--- src/rtl/mdio_phy_mgr.sv ---
// PHY management sequencer: PHY soft-reset/init, periodic link/speed/duplex polling, and one software
// register port, all sharing a single mdio_if master through a registered valid/done handshake.
// Status and sw_ready update one cycle after mdio_ready. sw_valid is held until sw_ready; it is
// served only in IDLE.
module mdio_phy_mgr #(
    parameter int          POLL_INTERVAL = 1_000_000,
    parameter int          RST_POLL_MAX  = 16,
    parameter logic [15:0] BMCR_INIT     = 16'h9140,
    parameter logic [4:0]  PHYSTAT_REG   = 5'd17
) (
    input  logic        clk,
    input  logic        reset,
    output logic        mdio_valid,
    output logic        mdio_write,
    output logic [4:0]  mdio_addr,
    output logic [15:0] mdio_wdata,
    input  logic        mdio_ready,
    input  logic [15:0] mdio_rdata,
    input  logic        sw_valid,
    input  logic        sw_write,
    input  logic [4:0]  sw_addr,
    input  logic [15:0] sw_wdata,
    output logic        sw_ready,
    output logic [15:0] sw_rdata,
    output logic        init_done,
    output logic        init_error,
    output logic        link_up,
    output logic [1:0]  speed,
    output logic        full_duplex,
    output logic        status_valid,
    output logic        link_change
);

    localparam logic [31:0] POLL_LAST = 32'(POLL_INTERVAL - 1);
    localparam logic [15:0] RST_LAST  = 16'(RST_POLL_MAX - 1);

    typedef enum logic [2:0] {
        S_INIT_WR, S_RST_RD, S_IDLE, S_POLL_BMSR, S_POLL_PSTAT, S_SW_ACC
    } state_t;

    state_t      state_q, state_d;
    logic        req_q, req_d, wr_q, wr_d;
    logic [4:0]  addr_q, addr_d;
    logic [15:0] wdata_q, wdata_d;
    logic [31:0] timer_q, timer_d;
    logic [15:0] rst_cnt_q, rst_cnt_d;
    logic        bmsr_link_q, bmsr_link_d;
    logic        sw_wr_q, sw_wr_d;
    logic [4:0]  sw_addr_q, sw_addr_d;
    logic [15:0] sw_wdata_q, sw_wdata_d;
    logic        sw_ready_q, sw_ready_d;
    logic [15:0] sw_rdata_q, sw_rdata_d;
    logic        init_done_q, init_done_d, init_error_q, init_error_d;
    logic        link_q, link_d, fd_q, fd_d;
    logic [1:0]  speed_q, speed_d;
    logic        stat_vld_q, stat_vld_d, link_chg_q, link_chg_d;
    logic        done, new_link;

    always_ff @(posedge clk or posedge reset) begin
        if (reset) begin
            state_q      <= S_INIT_WR;
            req_q        <= 1'b0;
            wr_q         <= 1'b0;
            addr_q       <= '0;
            wdata_q      <= '0;
            timer_q      <= '0;
            rst_cnt_q    <= '0;
            bmsr_link_q  <= 1'b0;
            sw_wr_q      <= 1'b0;
            sw_addr_q    <= '0;
            sw_wdata_q   <= '0;
            sw_ready_q   <= 1'b0;
            sw_rdata_q   <= '0;
            init_done_q  <= 1'b0;
            init_error_q <= 1'b0;
            link_q       <= 1'b0;
            speed_q      <= '0;
            fd_q         <= 1'b0;
            stat_vld_q   <= 1'b0;
            link_chg_q   <= 1'b0;
        end else begin
            state_q      <= state_d;
            req_q        <= req_d;
            wr_q         <= wr_d;
            addr_q       <= addr_d;
            wdata_q      <= wdata_d;
            timer_q      <= timer_d;
            rst_cnt_q    <= rst_cnt_d;
            bmsr_link_q  <= bmsr_link_d;
            sw_wr_q      <= sw_wr_d;
            sw_addr_q    <= sw_addr_d;
            sw_wdata_q   <= sw_wdata_d;
            sw_ready_q   <= sw_ready_d;
            sw_rdata_q   <= sw_rdata_d;
            init_done_q  <= init_done_d;
            init_error_q <= init_error_d;
            link_q       <= link_d;
            speed_q      <= speed_d;
            fd_q         <= fd_d;
            stat_vld_q   <= stat_vld_d;
            link_chg_q   <= link_chg_d;
        end
    end

    // Each access state launches one request when req_q is low and leaves on its done pulse;
    // dropping req_q on done guarantees the idle gap before the next launch.
    always_comb begin
        state_d      = state_q;
        req_d        = req_q;
        wr_d         = wr_q;
        addr_d       = addr_q;
        wdata_d      = wdata_q;
        timer_d      = timer_q;
        rst_cnt_d    = rst_cnt_q;
        bmsr_link_d  = bmsr_link_q;
        sw_wr_d      = sw_wr_q;
        sw_addr_d    = sw_addr_q;
        sw_wdata_d   = sw_wdata_q;
        sw_ready_d   = 1'b0;
        sw_rdata_d   = sw_rdata_q;
        init_done_d  = init_done_q;
        init_error_d = init_error_q;
        link_d       = link_q;
        speed_d      = speed_q;
        fd_d         = fd_q;
        stat_vld_d   = 1'b0;
        link_chg_d   = 1'b0;
        done         = req_q && mdio_ready;
        new_link     = mdio_rdata[11] && bmsr_link_q && mdio_rdata[10];

        case (state_q)
            S_INIT_WR: begin
                if (!req_q) begin
                    req_d = 1'b1; wr_d = 1'b1; addr_d = 5'd0; wdata_d = BMCR_INIT;
                end else if (done) begin
                    req_d = 1'b0; state_d = S_RST_RD;
                end
            end
            S_RST_RD: begin
                if (!req_q) begin
                    req_d = 1'b1; wr_d = 1'b0; addr_d = 5'd0; wdata_d = '0;
                end else if (done) begin
                    req_d = 1'b0;
                    if (!mdio_rdata[15]) begin
                        init_done_d = 1'b1; state_d = S_IDLE; timer_d = '0;
                    end else begin
                        rst_cnt_d = rst_cnt_q + 16'd1;
                        if (rst_cnt_q == RST_LAST) begin
                            init_error_d = 1'b1; init_done_d = 1'b1;
                            state_d = S_IDLE; timer_d = '0;
                        end
                    end
                end
            end
            S_IDLE: begin
                if (timer_q == POLL_LAST) begin
                    state_d = S_POLL_BMSR;
                end else if (sw_valid) begin
                    state_d = S_SW_ACC;
                    sw_wr_d = sw_write; sw_addr_d = sw_addr; sw_wdata_d = sw_wdata;
                end else begin
                    timer_d = timer_q + 32'd1;
                end
            end
            S_POLL_BMSR: begin
                if (!req_q) begin
                    req_d = 1'b1; wr_d = 1'b0; addr_d = 5'd1; wdata_d = '0;
                end else if (done) begin
                    req_d = 1'b0; bmsr_link_d = mdio_rdata[2]; state_d = S_POLL_PSTAT;
                end
            end
            S_POLL_PSTAT: begin
                if (!req_q) begin
                    req_d = 1'b1; wr_d = 1'b0; addr_d = PHYSTAT_REG; wdata_d = '0;
                end else if (done) begin
                    req_d = 1'b0;
                    if (mdio_rdata[11]) begin
                        speed_d = mdio_rdata[15:14];
                        fd_d    = mdio_rdata[13];
                    end
                    link_d     = new_link;
                    link_chg_d = (new_link != link_q);
                    stat_vld_d = 1'b1;
                    state_d    = S_IDLE;
                    timer_d    = '0;
                end
            end
            S_SW_ACC: begin
                if (!req_q) begin
                    req_d = 1'b1; wr_d = sw_wr_q; addr_d = sw_addr_q; wdata_d = sw_wdata_q;
                end else if (done) begin
                    req_d      = 1'b0;
                    sw_rdata_d = sw_wr_q ? 16'h0000 : mdio_rdata;
                    sw_ready_d = 1'b1;
                    state_d    = S_IDLE;
                    timer_d    = '0;
                end
            end
            default: state_d = S_INIT_WR;
        endcase
    end

    assign mdio_valid   = req_q;
    assign mdio_write   = wr_q;
    assign mdio_addr    = addr_q;
    assign mdio_wdata   = wdata_q;
    assign sw_ready     = sw_ready_q;
    assign sw_rdata     = sw_rdata_q;
    assign init_done    = init_done_q;
    assign init_error   = init_error_q;
    assign link_up      = link_q;
    assign speed        = speed_q;
    assign full_duplex  = fd_q;
    assign status_valid = stat_vld_q;
    assign link_change  = link_chg_q;

endmodule

--- config.mk ---
export PLATFORM = sky130hd
export DESIGN_NAME = mdio_phy_mgr
export DESIGN_NICKNAME = d
export VERILOG_FILES = /design/src/rtl/mdio_phy_mgr.sv
export SDC_FILE = /design/constraint.sdc
export NUM_CORES = 1
export LEC_CHECK = 0
export BUFFER_PORTS_ARGS = -buffer_cell sky130_fd_sc_hd__buf_4
export CAP_MARGIN = 20
export CORE_MARGIN = 2
export CORE_UTILIZATION = 45
export CTS_BUF_LIST = sky130_fd_sc_hd__clkbuf_16
export CTS_CLUSTER_DIAMETER = 80
export DETAILED_ROUTE_END_ITERATION = 8
export GPL_TIMING_DRIVEN = 0
export PLACE_DENSITY = 0.66
export SETUP_SLACK_MARGIN = 0.15
export SYNTH_ARGS = -nofsm -noshare
export SYNTH_HDL_FRONTEND = slang
export SYNTH_SLANG_ARGS = --single-unit
--- constraint.sdc ---
create_clock -name clk -period 8.7 [get_ports clk]
set_input_delay 1.305 -clock clk [delete_from_list [all_inputs] [get_ports clk]]
set_output_delay 1.305 -clock clk [all_outputs]
set_load 0.005 [all_outputs]
# After elaboration in Yosys (flattened, before gate mapping)
# Index checks and enable logic that the tools add are counted.
[classes]
bitwise_logic = 1
n_addsub = 2
n_reduce_logical = 23
mux = 47
n_eq_ne = 27
[ops]
columns = ["cell", "count"]
rows = [
  ["32-bit 2-to-1 mux", 8],
  ["32-bit one-hot mux with 3 select lines", 1],
  ["16-bit 2-to-1 mux", 4],
  ["16-bit one-hot mux with 3 select lines", 1],
  ["3-bit 2-to-1 mux", 12],
  ["32-bit by 1-bit adder with 32-bit output (second input constant)", 1],
  ["32-bit by 20-bit == test with 1-bit output (second input constant)", 1],
  ["2-bit != test (second input constant)", 14],
  ["5-bit 2-to-1 mux", 4],
  ["5-bit one-hot mux with 4 select lines", 1],
  ["16-bit by 1-bit adder with 16-bit output (second input constant)", 1],
  ["16-bit by 4-bit == test with 1-bit output (second input constant)", 1],
  ["4-bit AND reduction", 4],
  ["3-bit one-hot mux with 5 select lines", 1],
  ["1-bit 2-to-1 mux", 14],
  ["3-bit AND reduction", 4],
  ["10-bit AND reduction", 1],
  ["5-bit AND reduction", 2],
  ["8-bit AND reduction", 1],
  ["3-bit by 2-bit == test with 1-bit output (second input constant)", 2],
  ["3-bit == test (second input constant)", 2],
  ["2-bit by 1-bit != test with 1-bit output (second input constant)", 3],
  ["3-bit != test (second input constant)", 2],
  ["3-bit nonzero test", 2],
  ["other kinds (10)", 13],
]
[word_totals]
wordCells = 120
in_bits = 42
register_bits = 122

# Longest topological paths before layout
# Gate-level depths: netlist of run 1.
[logic_depth]
ltp_word = 6
mapped_depth = 8

# Worst setup path after synthesis of run 1
# OpenSTA, ideal clock, no wires.
[synth_timing]
kind = "input port to flip-flop"
startpoint = "input port mdio_ready"
endpoint = "register rst_cnt_q[15]"
arrival_time_ps = 2662
path_buffers = 1
path_slack_ps = 5915
cell_stages = 6
cell_sequence = "and2_1 clkbuf_1 nand3_2 nor4_1 nand4_1 xnor2_1"
[synth_between]
elab_chain_cells = 2
[synth_lines]
columns = ["element", "line", "rtl"]
rows = [
  ["start: declaration", "17", "input logic mdio_ready,"],
  ["1-bit logical AND", "128", "done = req_q && mdio_ready;"],
  ["4-bit AND reduction (no source line)", "n/a", ""],
  ["end signal: assignment", "88", "rst_cnt_q <= rst_cnt_d;"],
  ["end: declaration", "46", "logic [15:0] rst_cnt_q, rst_cnt_d;"],
]
# No other way between the ends.
# A chain may end at the register's enable or synchronous reset.

# Worst setup path in the final report of run 1
# Same ends and word-level chain as after synthesis.

==> impl_metrics.json, run 1 <==
{
  "status": "finished clean",
  "h-tree-depth": 4,
  "r2r_setup_slack_ns": 6.28,
  "synth_top_family_by_area": "simple AND/OR/NAND/NOR gates",
  "powerDensity_nw_per_um2": 292,
  "whs_ns": 0.478,
  "wl_met3_um": 666,
  "cts_buffers": 17,
  "drive_above_1_share": 0.249,
  "grtUsageTotal": 0.209,
  "hp-start": "rst_cnt_q[15]$_DFFE_PP0P_",
  "dieArea_um2": 14100,
  "synth_edf_count": 0,
  "period_needed_ns": 2.85,
  "whs_path_depth": 1,
  "crit_type": "input pin to flop",
  "fin_skew_ns": 0.00921,
  "start_util": 0.465,
  "slew_headroom": 0.571,
  "synth_compound_area_frac": 0.139,
  "p_total_mw": 2.17,
  "static-leakage-power_nw": 3.51,
  "place_ws_ns": 5.44,
  "vias_per_cell": 5.53,
  "clockRootBuffer": "clkbuf_16",
  "path_max_fanout": 10,
  "dpl.cell_count": 836,
  "rsz0062_at_grt": "no",
  "fin_crit_sh": 0.328,
  "num_rows": 41,
  "synth-adder-area-share": 0.00423,
  "wl_met1_mm": 6.37,
  "cts_buffer_depth": 2,
  "gp_congestion": 0.862,
  "tritoncts": "done",
  "drt_iter0_drc": 301,
  "clk_latency_ns": 0.42,
  "max_slew.worst_pin.slew_ns": 0.637,
  "met2_length_mm": 6.90,
  "chipHeight_um": 119,
  "placed_cell_area_um2": 6830,
  "area_growth_pct": 25.8,
  "clock-sinks": 122,
  "num_io_pins": 90,
  "cap_violations": 0,
  "ys_types": 58,
  "synth_xor_area_frac": 0.0237,
  "synth-async-reset-ratio": 1.00,
  "hpwl_mm": 9.75,
  "dr.max_layer_used": "met4",
  "fin_nets": 727,
  "synth-main-ff-cell": "dfrtp_1",
  "antenna_cells": 0,
  "synth-seq-cells": 122,
  "syn-instance-count": 574,
  "fin_ws_ns": 5.85,
  "coreArea_um2": 12700,
  "die_w_um": 119,
  "max_freq_ghz": 0.351,
  "drc": 0,
  "antenna_found_initial": 0,
  "rr_startpoint": "rst_cnt_q[0]$_DFFE_PP0P_",
  "ant_nets": 0,
  "wl_per_cell_um": 16.4,
  "clk_pin_slew_worst_paths_ns": 0.05,
  "hold_buffers": 0,
  "reg2reg_depth": 7,
  "startpoint_type": "input pin",
  "r2r_end": "timer_q[8]$_DFFE_PP0P_",
  "first_pass_iters": 4,
  "yosysSeqAreaShare": 0.517,
  "vias": 4788,
  "yosysWarningCount": 0,
  "crit_arrival_ns": 3.14,
  "setup_viol": 0,
  "hold_viol_final": 0,
  "grt_overflow_total": 0,
  "holdPathEnd": "rst_cnt_q[15]$_DFFE_PP0P_",
  "synthSimpleGateAreaFrac": 0.210,
  "wl_mm": 14.2,
  "grt_pass1_wl_mm": 23.6,
  "max-vdd-ir-drop_mv": 0.175,
  "final_max_slew_viol_count": 0,
  "fin_area_um2": 7440,
  "utilization": 0.585,
  "grt_pass1_vias": 4743,
  "synthMuxAreaShare": 0.0656,
  "synth.net_count": 618,
  "syn_avg_cell_area_um2": 10.3,
  "finalSetupTns_ns": 0,
  "instances_no_fill": 866,
  "end_kind": "flop",
  "holdCritPathClass": "flop to flop",
  "worstPathRequired_ns": 8.99,
  "grt_max_degree": 86,
  "cts_resized": 0,
  "io_buffers": 89,
  "netlist_area_um2": 5910,
  "post_cts_buffers": 0
}
-- routing by layer --
layer,vias to the layer above,global-route usage
li1,2276,-
met1,2373,0.270
met2,121,0.332
met3,18,0.0608
met4,0,0.0848
met5,-,0
-- state kept, by name (all words and copies together), names as in the netlist, 2 cells and up --
register    flops
mdio_addr       5
mdio_wdata     16
rst_cnt_q      16
speed           2
state_q         3
sw_addr_q       5
sw_rdata       16
sw_wdata_q     16
timer_q        32
-- logic make-up after synthesis --
logic type               count (synthesis)
buffers and inverters                   45
AO/OA/AOI/OAI                          128
flip-flops                             122
AND/OR/NAND/NOR                        233
XOR/XNOR                                16
multiplexers                            28
adder cells (fa/ha/maj)                  2
-- layout make-up --
| cell class | count | area (um2) |
|---|---|---|
| Sequential cell | 122 | 3050 |
| Fill cell | 1115 | 5290 |
| Clock buffer | 17 | 425 |
| Timing Repair Buffer | 90 | 696 |
| Buffer | 32 | 191 |
| Inverter | 13 | 53.8 |
| Tap cell | 172 | 215 |
| Clock inverter | 13 | 185 |
| Multi-Input combinational cell | 407 | 2620 |
-- layout by cell type, fill, tap and decap left out, types with 3 or more instances in the layout --
master,count
dfrtp_1,122
buf_4,91
nand2_1,90
o21ai_0,48
nand2b_1,22
nand3_1,20
a21oi_1,20
a31oi_1,20
mux2_4,20
nor2_1,19
clkbuf_1,18
and3_1,17
clkbuf_16,17
inv_1,14
nor3_1,12
nor4_1,11
xnor2_1,11
nand4_1,11
a211o_1,8
buf_2,7
o22a_1,6
or3_1,6
a21o_1,6
mux2_2,6
xor2_1,5
bufinv_16,5
nand3_2,4
a41oi_1,4
clkinv_2,4
and2_1,3
buf_6,3
-- synthesized netlist by cell type (3+ instances only) --
cell type,count,area share
a211o_1,8,0.012
a21o_1,6,0.0076
a21oi_1,20,0.017
a31oi_1,20,0.021
a41oi_1,4,0.0059
and2_1,3,0.0032
and3_1,17,0.018
buf_2,7,0.0059
buf_6,3,0.0057
clkbuf_1,18,0.011
dfrtp_1,122,0.52
inv_1,13,0.0083
mux2_2,6,0.011
mux2_4,20,0.051
nand2_1,90,0.057
nand2b_1,22,0.023
nand3_1,20,0.017
nand3_2,4,0.0068
nand4_1,11,0.012
nor2_1,19,0.012
nor3_1,12,0.010
nor4_1,11,0.012
o21ai_0,48,0.041
o22a_1,6,0.0089
or3_1,6,0.0064
xnor2_1,11,0.016
xor2_1,5,0.0074
-- how the worst max path moves through the flow --
stage | start | end | slack [ns] | cells after the start
final | mdio_ready | rst_cnt_q[15]$_DFFE_PP0P_ | 5.85 | 7
after global routing | mdio_ready | rst_cnt_q[15]$_DFFE_PP0P_ | 5.70 | 7
after CTS | mdio_ready | rst_cnt_q[15]$_DFFE_PP0P_ | 5.85 | 7
after detailed placement | mdio_ready | rst_cnt_q[15]$_DFFE_PP0P_ | 5.44 | 7
after global placement | reset | sw_rdata[3]$_DFFE_PP0P_ | 2.75 | 2
after floorplan | reset | bmsr_link_q$_DFFE_PP0P_ | 4.15 | 1
-- critical path, stage by stage --
cell and delay, ns:
buf_4 0.09, and2_1 0.12, clkbuf_1 0.37, nand3_2 0.25, nor4_1 0.64, nand4_1 0.20
xnor2_1 0.17
-- where the power goes --
group | leakage [nW] | internal, mW | switching, mW
clock | 0.310 | 0.497 | 0.241
combinational | 1.60 | 0.306 | 0.296
sequential | 1.61 | 0.721 | 0.111
Power figures use the tool's default switching activity.
==> run 2: changes to the inputs <==
--- a/config.mk
+++ b/config.mk
@@ -13,7 +13,7 @@
 export CTS_CLUSTER_DIAMETER = 80
 export DETAILED_ROUTE_END_ITERATION = 8
 export GPL_TIMING_DRIVEN = 0
-export PLACE_DENSITY = 0.66
+export PLACE_DENSITY = 0.68
 export SETUP_SLACK_MARGIN = 0.15
 export SYNTH_ARGS = -nofsm -noshare
 export SYNTH_HDL_FRONTEND = slang
==> constraint.sdc (replaced) <==
create_clock -name clk -period 2.44 [get_ports clk]
set_input_delay 0.366 -clock clk [delete_from_list [all_inputs] [get_ports clk]]
set_output_delay 0.366 -clock clk [all_outputs]
set_load 0.005 [all_outputs]
==> impl_metrics.json, run 2 (synthesis gave the netlist of run 1 again) <==
{
  "gp_congestion": 0.899,
  "fin_crit_sh": 0.919,
  "cap_violations": 0,
  "max_stage_delay_ns": 0.39,
  "vias_per_cell": 5.51,
  "wl_mm": 14.3,
  "crit_path_end": "timer_q[27]$_DFFE_PP0P_",
  "finalSetupTns_ns": 0,
  "rsz0062_at_grt": "yes",
  "coreArea_um2": 12700,
  "antenna_found_initial": 0,
  "setup_viol": 0,
  "area_growth_pct": 28.1,
  "final_common_cell": "dfrtp_1",
  "first_pass_iters": 4,
  "grt_max_degree": 41,
  "startpoint_type": "flop",
  "fin_ws_ns": 0.198,
  "fin_skew_ns": 0.00715,
  "max-vdd-ir-drop_mv": 0.479,
  "hold_viol_final": 0,
  "grt_pass1_vias": 4843,
  "path_max_fanout": 10,
  "hpwl_mm": 9.85,
  "period_needed_ns": 2.24,
  "drc": 0,
  "rr_startpoint": "rst_cnt_q[0]$_DFFE_PP0P_",
  "num_io_pins": 90,
  "max_freq_ghz": 0.446,
  "chipHeight_um": 119,
  "status": "finished clean",
  "r2r_end": "timer_q[27]$_DFFE_PP0P_",
  "final_max_slew_viol_count": 0,
  "crit_arrival_ns": 2.55,
  "crit_path_top_delay_cell": "dfrtp_1",
  "clk_latency_ns": 0.42,
  "crit_start": "rst_cnt_q[0]$_DFFE_PP0P_",
  "powerDensity_nw_per_um2": 997,
  "die_w_um": 119,
  "h-tree-depth": 4,
  "clock-sinks": 122,
  "largest_reg_flops": 32,
  "static-leakage-power_nw": 3.57,
  "drive_above_1_share": 0.279,
  "place_ws_ns": 0.00804,
  "reg2reg_depth": 8,
  "fill_cells": 1106,
  "end_kind": "flop",
  "grt_pass1_wl_mm": 24.0,
  "drt_iter0_drc": 275,
  "clk_pin_slew_worst_paths_ns": 0.06,
  "slew_headroom": 0.597,
  "holdCritPathClass": "input pin to flop",
  "crit_chain": "ha_1, and3_1, nand4_1, buf_4, a32o_1, a21o_1, buf_2, a211o_1",
  "dieArea_um2": 14100,
  "antenna_cells": 0,
  "top_register": "timer_q",
  "p_total_mw": 7.55,
  "start_util": 0.465,
  "wl_per_cell_um": 16.3,
  "r2r_setup_slack_ns": 0.20,
  "tritoncts": "done",
  "grt_overflow_total": 0,
  "io_buffers": 89,
  "num_rows": 41,
  "grtUsageTotal": 0.214,
  "cts_buffer_depth": 2,
  "cts_buffers": 17,
  "whs_ns": 0.175,
  "worstPathRequired_ns": 2.74,
  "crit_type": "flop to flop",
  "max_slew.worst_pin.slew_ns": 0.605,
  "fin_nets": 737,
  "ant_nets": 0,
  "mostFrequentLayoutCells": "dfrtp_1 (122), buf_4 (98), nand2_1 (90), o21ai_0 (48), nand2b_1 (22)",
  "clockRootBuffer": "clkbuf_16",
  "vias": 4838,
  "fin_area_um2": 7570,
  "placed_cell_area_um2": 6860
}
-- run 2: routing by layer --
metal	track usage	routed length [um]	up-vias
met5	0	0	-
met3	0.0589	861	25
met2	0.338	6880	146
met1	0.277	6300	2360
met4	0.0871	282	0
li1	-	-	2307
-- run 2: worst min path at each step --
stage | to | from | depth (start not counted) | slack, ns
floorplan | rst_cnt_q[15]$_DFFE_PP0P_ | rst_cnt_q[15]$_DFFE_PP0P_ | 1 | 0.45
global placement | init_done$_DFFE_PP0P_ | init_done$_DFFE_PP0P_ | 1 | 0.45
detailed placement | mdio_wdata[2]$_DFFE_PP0P_ | reset | 2 | 0.37
CTS | sw_wdata_q[0]$_DFFE_PP0P_ | sw_wdata[0] | 2 | 0.16
global route | sw_wdata_q[4]$_DFFE_PP0P_ | sw_wdata[4] | 2 | 0.17
finish | sw_wdata_q[4]$_DFFE_PP0P_ | sw_wdata[4] | 2 | 0.18
-- run 2: layout make-up --
class,count,area [um2],share of cell area
buffer,32,199,0.0263
clock buffer,17,425,0.0562
clock inverter,15,138,0.0182
inverter,13,52.6,0.00694
multi-input combinational,407,2680,0.354
sequential,122,3050,0.403
tap,172,215,0.0284
timing repair buffer,100,808,0.107
-- run 2: metrics by stage --
step | utilization | cells
6_report | 0.595 | 878
5_1_grt | 0.595 | 878
4_1_cts | 0.586 | 873
3_5_place_dp | 0.539 | 838
3_3_place_gp | 0.534 | 835
2_1_floorplan | - | 574
-- run 2: repair_timing --
item                                    in CTS  in global routing
gates cloned                                 0                  1
pin swaps                                    1                  7
resized for setup                            3                 18
hold endpoints to repair                    14                  0
setup buffers                                2                  4
hold buffers                                 1                  0
endpoints found under the setup margin      31                 57
-- run 2: power by group --
part	switching (mW)	leakage, nW	internal, mW
Combinational	1.07	1.68	1.14
Clock	0.899	0.276	1.48
Sequential	0.384	1.61	2.57
-- run 2: worst max-delay path, delay by kind of cell, from the launching register on --
kind / cells / cell delay [ns]
compound gates: 3 / 0.82
fa+ha+maj: 1 / 0.20
buf+inv: 2 / 0.40
flops: 1 / 0.39
simple gates: 2 / 0.31
